[src/rtl/sr_flag_bank.sv]
// Bank of WIDTH clocked set/reset flags with selectable S=R=1 resolution and sticky conflict flags.
// Define CONFLICT_COUNT_EN to add the saturating conflict_cnt output.
module sr_flag_bank #(
  parameter int               WIDTH     = 8,
  parameter logic [WIDTH-1:0] RESET_VAL = {WIDTH{1'b0}},
  parameter int               CNT_W     = 8
) (
  input  logic             clk,
  input  logic             rst_n,
  input  logic             en,
  input  logic [1:0]       mode,
  input  logic [WIDTH-1:0] s,
  input  logic [WIDTH-1:0] r,
  input  logic             conflict_clr,
  output logic [WIDTH-1:0] q,
  output logic [WIDTH-1:0] qn,
  output logic [WIDTH-1:0] conflict,
  output logic             conflict_any
`ifdef CONFLICT_COUNT_EN
  ,
  output logic [CNT_W-1:0] conflict_cnt
`endif
);

  localparam logic [1:0] MODE_HOLD   = 2'b00;
  localparam logic [1:0] MODE_SET    = 2'b01;
  localparam logic [1:0] MODE_RESET  = 2'b10;
  localparam logic [1:0] MODE_TOGGLE = 2'b11;

  logic [WIDTH-1:0] q_next;
  logic [WIDTH-1:0] conflict_next;
  logic [WIDTH-1:0] collide;

  assign collide = s & r;

  always_comb begin
    q_next = q;
    for (int i = 0; i < WIDTH; i++) begin
      unique case ({s[i], r[i]})
        2'b10:   q_next[i] = 1'b1;
        2'b01:   q_next[i] = 1'b0;
        2'b11: begin
          unique case (mode)
            MODE_HOLD:   q_next[i] = q[i];
            MODE_SET:    q_next[i] = 1'b1;
            MODE_RESET:  q_next[i] = 1'b0;
            MODE_TOGGLE: q_next[i] = ~q[i];
            default:     q_next[i] = q[i];
          endcase
        end
        default: q_next[i] = q[i];
      endcase
    end
  end

  // A conflict arriving in the clear cycle survives the clear.
  always_comb begin
    conflict_next = conflict_clr ? {WIDTH{1'b0}} : conflict;
    if (en) conflict_next = conflict_next | collide;
  end

  always_ff @(posedge clk) begin
    if (!rst_n) begin
      q        <= RESET_VAL;
      conflict <= {WIDTH{1'b0}};
    end else begin
      if (en) q <= q_next;
      conflict <= conflict_next;
    end
  end

  assign qn           = ~q;
  assign conflict_any = |conflict;

`ifdef CONFLICT_COUNT_EN
  localparam logic [CNT_W-1:0] CNT_MAX = {CNT_W{1'b1}};

  logic [CNT_W-1:0] cnt_next;

  always_comb begin
    cnt_next = conflict_clr ? {CNT_W{1'b0}} : conflict_cnt;
    if (en && (|collide) && (cnt_next != CNT_MAX))
      cnt_next = cnt_next + 1'b1;
  end

  always_ff @(posedge clk) begin
    if (!rst_n) conflict_cnt <= {CNT_W{1'b0}};
    else        conflict_cnt <= cnt_next;
  end
`endif

endmodule

[config.mk]
export PLATFORM = sky130hd
export DESIGN_NAME = sr_flag_bank
export DESIGN_NICKNAME = d
export VERILOG_FILES = /design/src/rtl/sr_flag_bank.sv
export SDC_FILE = /design/constraint.sdc
export NUM_CORES = 1
export LEC_CHECK = 0
export ABC_CLOCK_PERIOD_IN_PS = 1600
export CORE_MARGIN = 1.5
export CORE_UTILIZATION = 40
export CTS_CLUSTER_DIAMETER = 60
export CTS_CLUSTER_SIZE = 40
export DETAILED_ROUTE_END_ITERATION = 10
export GPL_TIMING_DRIVEN = 0
export PLACE_DENSITY = 0.77
export SLEW_MARGIN = 5
export SYNTH_ARGS = -nofsm -noshare
export SYNTH_HDL_FRONTEND = slang
export SYNTH_SLANG_ARGS = --single-unit
[constraint.sdc]
create_clock -name clk -period 1.6 [get_ports clk]
set_input_delay 0.32 -clock clk [delete_from_list [all_inputs] [get_ports clk]]
set_output_delay 0.32 -clock clk [all_outputs]
set_load 0.02 [all_outputs]
==> results_dict.tcl, run 1 <==
set metrics [dict create \
    track_usage_pct 20.9 \
    critPathLaunch "conflict[2]" \
    timing.final.ws_setup_ps 75.9 \
    r2r-start "q[3]" \
    max_freq_ghz 0.656 \
    synth-async-reset-ratio_pct 0 \
    netlist_instances 118 \
    synth_seq_cells 16 \
    synth_edf_count 0 \
    p_per_area_mw_per_mm2 709 \
    drive_gt1_share_pct 5.42 \
    place_ws_ps -190 \
    grt_pass1_vias 957 \
    cts_buffers 3 \
    maxSlewViolCount 0 \
    wl_um 2580 \
    synth_top_cell_by_area "dfxtp_1" \
    ys_warn_count 0 \
    worstPathMaxFanout 3 \
    port_buffers 44 \
    tightest_slew_ps 516 \
    clock_power_share_pct 27.0 \
    ant_nets 0 \
    dp_hpwl_um 1950 \
    path_clk_slew_ps 100 \
    place_congestion 0.805 \
    status "finished, final reports clean" \
    min_from "rst_n" \
    drt_iter0_markers 16 \
    die_h_um 52.0 \
    first_pass_iters 4 \
    syn_to_final_growth_pct 50.3 \
    worst_setup_path_end_kind "primary output" \
    cts.sinks 16 \
    vias 1026 \
    period_share_pct 95.3 \
    rsz0062_at_grt "no" \
    seqPwrFrac_pct 43.5 \
    netlist.area_leader.share_pct 33.3 \
    seq_area_frac_synth_pct 33.3 \
    die_w_um 52.0 \
    peakVddDrop_v 0.000564 \
    fin_skew_ps 0 \
    grt_pass1_wl_um 4150 \
    cts_root_buffer "clkbuf_4" \
    netlist_top_cells_area "dfxtp_1 (33%), ha_1 (10%), nor2b_1 (10%)" \
    grt_overflow 0 \
    syn_avg_cell_area_um2 8.14 \
    clk_latency_ps 290 \
    setup_viol 0 \
    avgViaCountPerCell 5.29 \
    ctsHtreeMaxLevel 1 \
    yosys.cell_types.count 21 \
    period_minus_slack_ps 1520 \
    drc 0 \
    clk_path_buf_depth 2 \
    grt_antenna_before_repair 0 \
    holdWs_ps 429 \
    synth_fp_nets 148 \
    row_count 17 \
    core_area_mm2 0.00223 \
    wire_per_inst_um 13.3 \
    combPwrFrac_pct 29.5 \
    hp-class "input pin to register" \
    p_leak_nw 0.659 \
    crit_type "register to primary output" \
    initial_core_util_pct 43.0 \
    relSlewSlack_pct 65.6 \
    nNetsFinal 197 \
    power_switching_uw 320 \
    p_int_uw 704 \
    cts.hold.buffers_added 0 \
    worstPathArrival_ps 1200 \
    grt_max_degree 11 \
    max-cap-violations 0 \
    ioPinCount 47 \
    start_kind "register" \
    postCtsSetupBuffers 0 \
    synth_flop_cell "dfxtp_1" \
    insertedDiodeCount 0 \
    hold_violations 0 \
    worstPathRequired_ps 1280 \
    power_switching_share_pct 31.2 \
    cts_tree "built" \
    die_area_mm2 0.00271 \
    syn_area_um2 961 \
    total_power_mw 1.02 \
]
[stage by stage]
step	utilization (%)	instances	setup TNS (ps)	area [um^2]
global placement	64.3	190	-631	1440
CTS	64.9	194	-7.94	1450
global route	64.6	194	0	1440
detailed placement	64.3	190	-745	1440
floorplan	-	118	0	961
finish	64.6	194	0	1440
[Yosys cell counts, drive strengths merged (2+ instances only)]
cell,instances
a32oi,2
inv,18
nand2b,2
mux2i,4
nand2,13
ha,8
o21ai,4
dfxtp,16
nor4,2
nand3,2
a22oi,6
buf,2
nor2b,16
and2,2
nor3,2
o221ai,6
clkbuf,2
a21oi,6
a211o,4
[metal layers]
layer  wire [um]  track usage [%]  vias up  share of wire [%]
li1            -                -      505                  -
met4          44             9.21        0                1.7
met3         135             2.87        4                5.2
met2        1220             36.5       35                 47
met5           0                0        -                  0
met1        1190             25.2      482                 46
[cells in the final DEF (no fill, tap or decap), types with 3 or more instances in the layout]
cell type | Yosys | final
inv_1 | 18 | 18
a211o_1 | 4 | 4
nor2b_1 | 16 | 16
mux2i_1 | 4 | 4
nand2_1 | 13 | 13
dlygate4sd2_1 | 0 | 24
dfxtp_1 | 16 | 16
a22oi_1 | 6 | 6
o21ai_0 | 4 | 4
clkdlybuf4s50_1 | 0 | 19
o221ai_1 | 6 | 6
ha_1 | 8 | 8
a21oi_1 | 6 | 6
clkbuf_4 | 0 | 3
[power by group through the flow]
stage               logic, mW  clock network, mW  registers, mW
floorplan               0.139                  0          0.478
global placement        0.325                  0          0.452
detailed placement      0.332                  0          0.454
CTS                     0.306              0.278          0.445
global route            0.329              0.294          0.449
finish                  0.302              0.276          0.445
[kinds of logic (layout without fill, tap and decap cells)]
group	count (synthesis)	in the layout	synth area share [%]
and+or+nand+nor	40	40	22.1
AOI/OAI and AO/OA	28	28	20.8
buffers and inverters	22	70	9.11
DFF	16	16	33.3
adders and majority gates	8	8	10.4
muxes	4	4	4.17
[sequential cells by signal, summed over array words and instances (netlist names)]
signal and count:
q 8, conflict 8
[path summary, 6_finish.rpt]
kind / endpoint / slack (ps) / cells after the start
worst min-delay path: q[5] / 430 / 3
worst max-delay path: conflict_any / 80 / 3
worst min register to register: q[0] / 510 / 2
worst max register to register: q[3] / 770 / 3
[final cells by class]
class / instances / area [um^2]
inverters: 18 / 67.6
well taps: 28 / 35.0
fillers: 217 / 790
flip-flops and latches: 16 / 320
plain buffers: 4 / 20.0
repair buffers: 44 / 405
multi-input cells: 80 / 559
clock buffers: 4 / 36.3
[worst max-delay path, stage by stage (launching register included)]
cell,delay [ps]
dfxtp_1,360
nor4_2,320
nand2_1,70
buf_2,160
[repair_timing]
| item | 4_1_cts | 5_1_grt |
|---|---|---|
| pin swaps | 1 | 1 |
| endpoints found under the setup margin | 24 | 1 |
| hold endpoints to repair | 0 | 0 |
| resized for setup | 28 | 1 |
Note: power is estimated with default switching activity, not from simulation.
==> run 2, diff against run 1 <==
==> config.mk (replaced) <==
export PLATFORM = sky130hd
export DESIGN_NAME = sr_flag_bank
export DESIGN_NICKNAME = d
export VERILOG_FILES = /design/src/rtl/sr_flag_bank.sv
export SDC_FILE = /design/constraint.sdc
export NUM_CORES = 1
export LEC_CHECK = 0
export ABC_CLOCK_PERIOD_IN_PS = 1250
export CORE_UTILIZATION = 36
export CTS_CLUSTER_DIAMETER = 60
export CTS_CLUSTER_SIZE = 40
export DETAILED_ROUTE_END_ITERATION = 10
export GPL_TIMING_DRIVEN = 0
export PLACE_DENSITY = 0.73
export SLEW_MARGIN = 5
export SYNTH_ARGS = -nofsm -noshare
export SYNTH_HDL_FRONTEND = slang
export SYNTH_SLANG_ARGS = --single-unit
==> constraint.sdc (replaced) <==
create_clock -name clk -period 1.25 [get_ports clk]
set_input_delay 0.25 -clock clk [delete_from_list [all_inputs] [get_ports clk]]
set_output_delay 0.25 -clock clk [all_outputs]
set_load 0.02 [all_outputs]
==> results_dict.tcl, run 2 (synthesis gave the netlist of run 1 again) <==
set metrics [dict create \
    p_int_uw 898 \
    cts_tree "built" \
    nNetsFinal 197 \
    clk_path_buf_depth 2 \
    syn_to_final_growth_pct 49.6 \
    start_kind "register" \
    fin_skew_ps 0 \
    grt_pass1_wl_um 4310 \
    max_freq_ghz 0.718 \
    max-cap-violations 0 \
    grt_overflow 0 \
    r2r.worst_path.cells 3 \
    violations "negative setup slack" \
    grt_use_met2_pct 38.1 \
    ant_nets 0 \
    tightest_slew_ps 420 \
    holdPathStages 3 \
    timing.final.ws_setup_ps -144 \
    p_per_area_mw_per_mm2 913 \
    track_usage_pct 20.7 \
    ctsHtreeMaxLevel 1 \
    worst_setup_path_end_kind "primary output" \
    dp_hpwl_um 1980 \
    total_power_mw 1.31 \
    port_buffers 44 \
    maxSlewViolCount 0 \
    drc 0 \
    avgViaCountPerCell 5.10 \
    row_count 18 \
    busiest_layer "met2" \
    cts_root_buffer "clkbuf_4" \
    period_share_pct 111 \
    vias 1000 \
    cts.sinks 16 \
    crit_type "register to primary output" \
    layout_commonest_cell "inv_1" \
    crit-reg2reg-capture "q[1]" \
    grt_pass1_vias 982 \
    seqPwrFrac_pct 43.9 \
    hold_violations 0 \
    die_h_um 53.7 \
    clock_power_share_pct 27.2 \
    first_pass_iters 4 \
    power_switching_uw 415 \
    path_clk_slew_ps 110 \
    min_to "q[4]" \
    postCtsSetupBuffers 0 \
    status "finished with violations" \
    worstPathArrival_ps 1140 \
    drt_iter0_markers 19 \
    rsz0062_at_grt "yes" \
    worstPathRequired_ps 1000 \
    power_switching_share_pct 31.6 \
    min_from "rst_n" \
    reg2reg_setup_slack_ps 450 \
    setup_viol 2 \
    cts.hold.buffers_added 0 \
    initial_core_util_pct 38.4 \
    period_minus_slack_ps 1390 \
    grtUsageMet3_pct 3.11 \
    dp_cells 192 \
    grt_max_degree 11 \
    reg_top3 "conflict (8), q (8)" \
    met1_usage_pct 24.7 \
    hp-class "input pin to register" \
    relSlewSlack_pct 72.0 \
    core_area_mm2 0.00250 \
    clk_latency_ps 290 \
    worstPathMaxFanout 3 \
    mostFrequentLayoutCells "inv_1 (17), nor2b_1 (16), clkbuf_2 (14)" \
    p_leak_nw 0.653 \
    die_area_mm2 0.00288 \
    drive_gt1_share_pct 26.5 \
    die_w_um 53.7 \
    ioPinCount 47 \
    combPwrFrac_pct 28.9 \
    post_layout_nonfiller_instances 196 \
    peakVddDrop_v 0.000508 \
    place_congestion 0.732 \
    wire_per_inst_um 13.5 \
    grt_antenna_before_repair 0 \
    wl_um 2640 \
    r2r-start "q[1]" \
    insertedDiodeCount 0 \
    cts_buffers 3 \
]
## run 2: stage by stage
stage / utilization [%] / setup TNS [ps] / setup slack, ps / area [um^2] / hold slack, ps
2_1_floorplan: - / 0 / 94.3 / 961 / 340
3_5_place_dp: 57.6 / -4050 / -477 / 1440 / 492
5_1_grt: 57.5 / -262 / -216 / 1440 / 351
4_1_cts: 59.9 / -177 / -160 / 1500 / 335
3_3_place_gp: 57.6 / -3480 / -439 / 1440 / 477
6_report: 57.5 / -152 / -144 / 1440 / 336
## run 2: area by class of cell
class                           count  area [um^2]
Inverter                           18         67.6
Buffer                              4         22.5
Sequential cell                    16          338
Multi-Input combinational cell     80          574
Fill cell                         242         1060
Clock buffer                        4         36.3
Timing Repair Buffer               44          362
Tap cell                           30         37.5
## run 2: critical path, cell delays in order, from the launching register on
cell,delay (ps)
dfxtp_2,350
nor4_4,280
nand2_1,70
buf_2,160
## run 2: worst max path at each step
| stage | start | endpoint | slack, ps | cells after the start |
|---|---|---|---|---|
| 2_1_floorplan | s[3] | q[3] | 90 | 5 |
| 3_3_place_gp | s[3] | q[3] | -440 | 6 |
| 3_5_place_dp | s[3] | q[3] | -480 | 6 |
| 4_1_cts | conflict[7] | conflict_any | -160 | 3 |
| 5_1_grt | conflict[6] | conflict_any | -220 | 3 |
| 6_report | conflict[7] | conflict_any | -140 | 3 |
## run 2: power groups by stage
stage	clock (mW)	sequential, mW	combinational, mW
global placement	0	0.579	0.415
floorplan	0	0.612	0.178
detailed placement	0	0.581	0.425
finish	0.357	0.576	0.379
CTS	0.356	0.577	0.395
global route	0.387	0.582	0.415
## run 2: per-layer routing
metal / vias to the layer above / part of all wire (%)
met5: - / 0
met4: 0 / 0
met3: 0 / 5.4
met2: 33 / 52
met1: 466 / 43
li1: 501 / -
## run 2: timing repair
action / 4_1_cts / 5_1_grt
endpoints found under the setup margin: 30 / 19
resized for setup: 80 / 21
pin swaps: 2 / 0
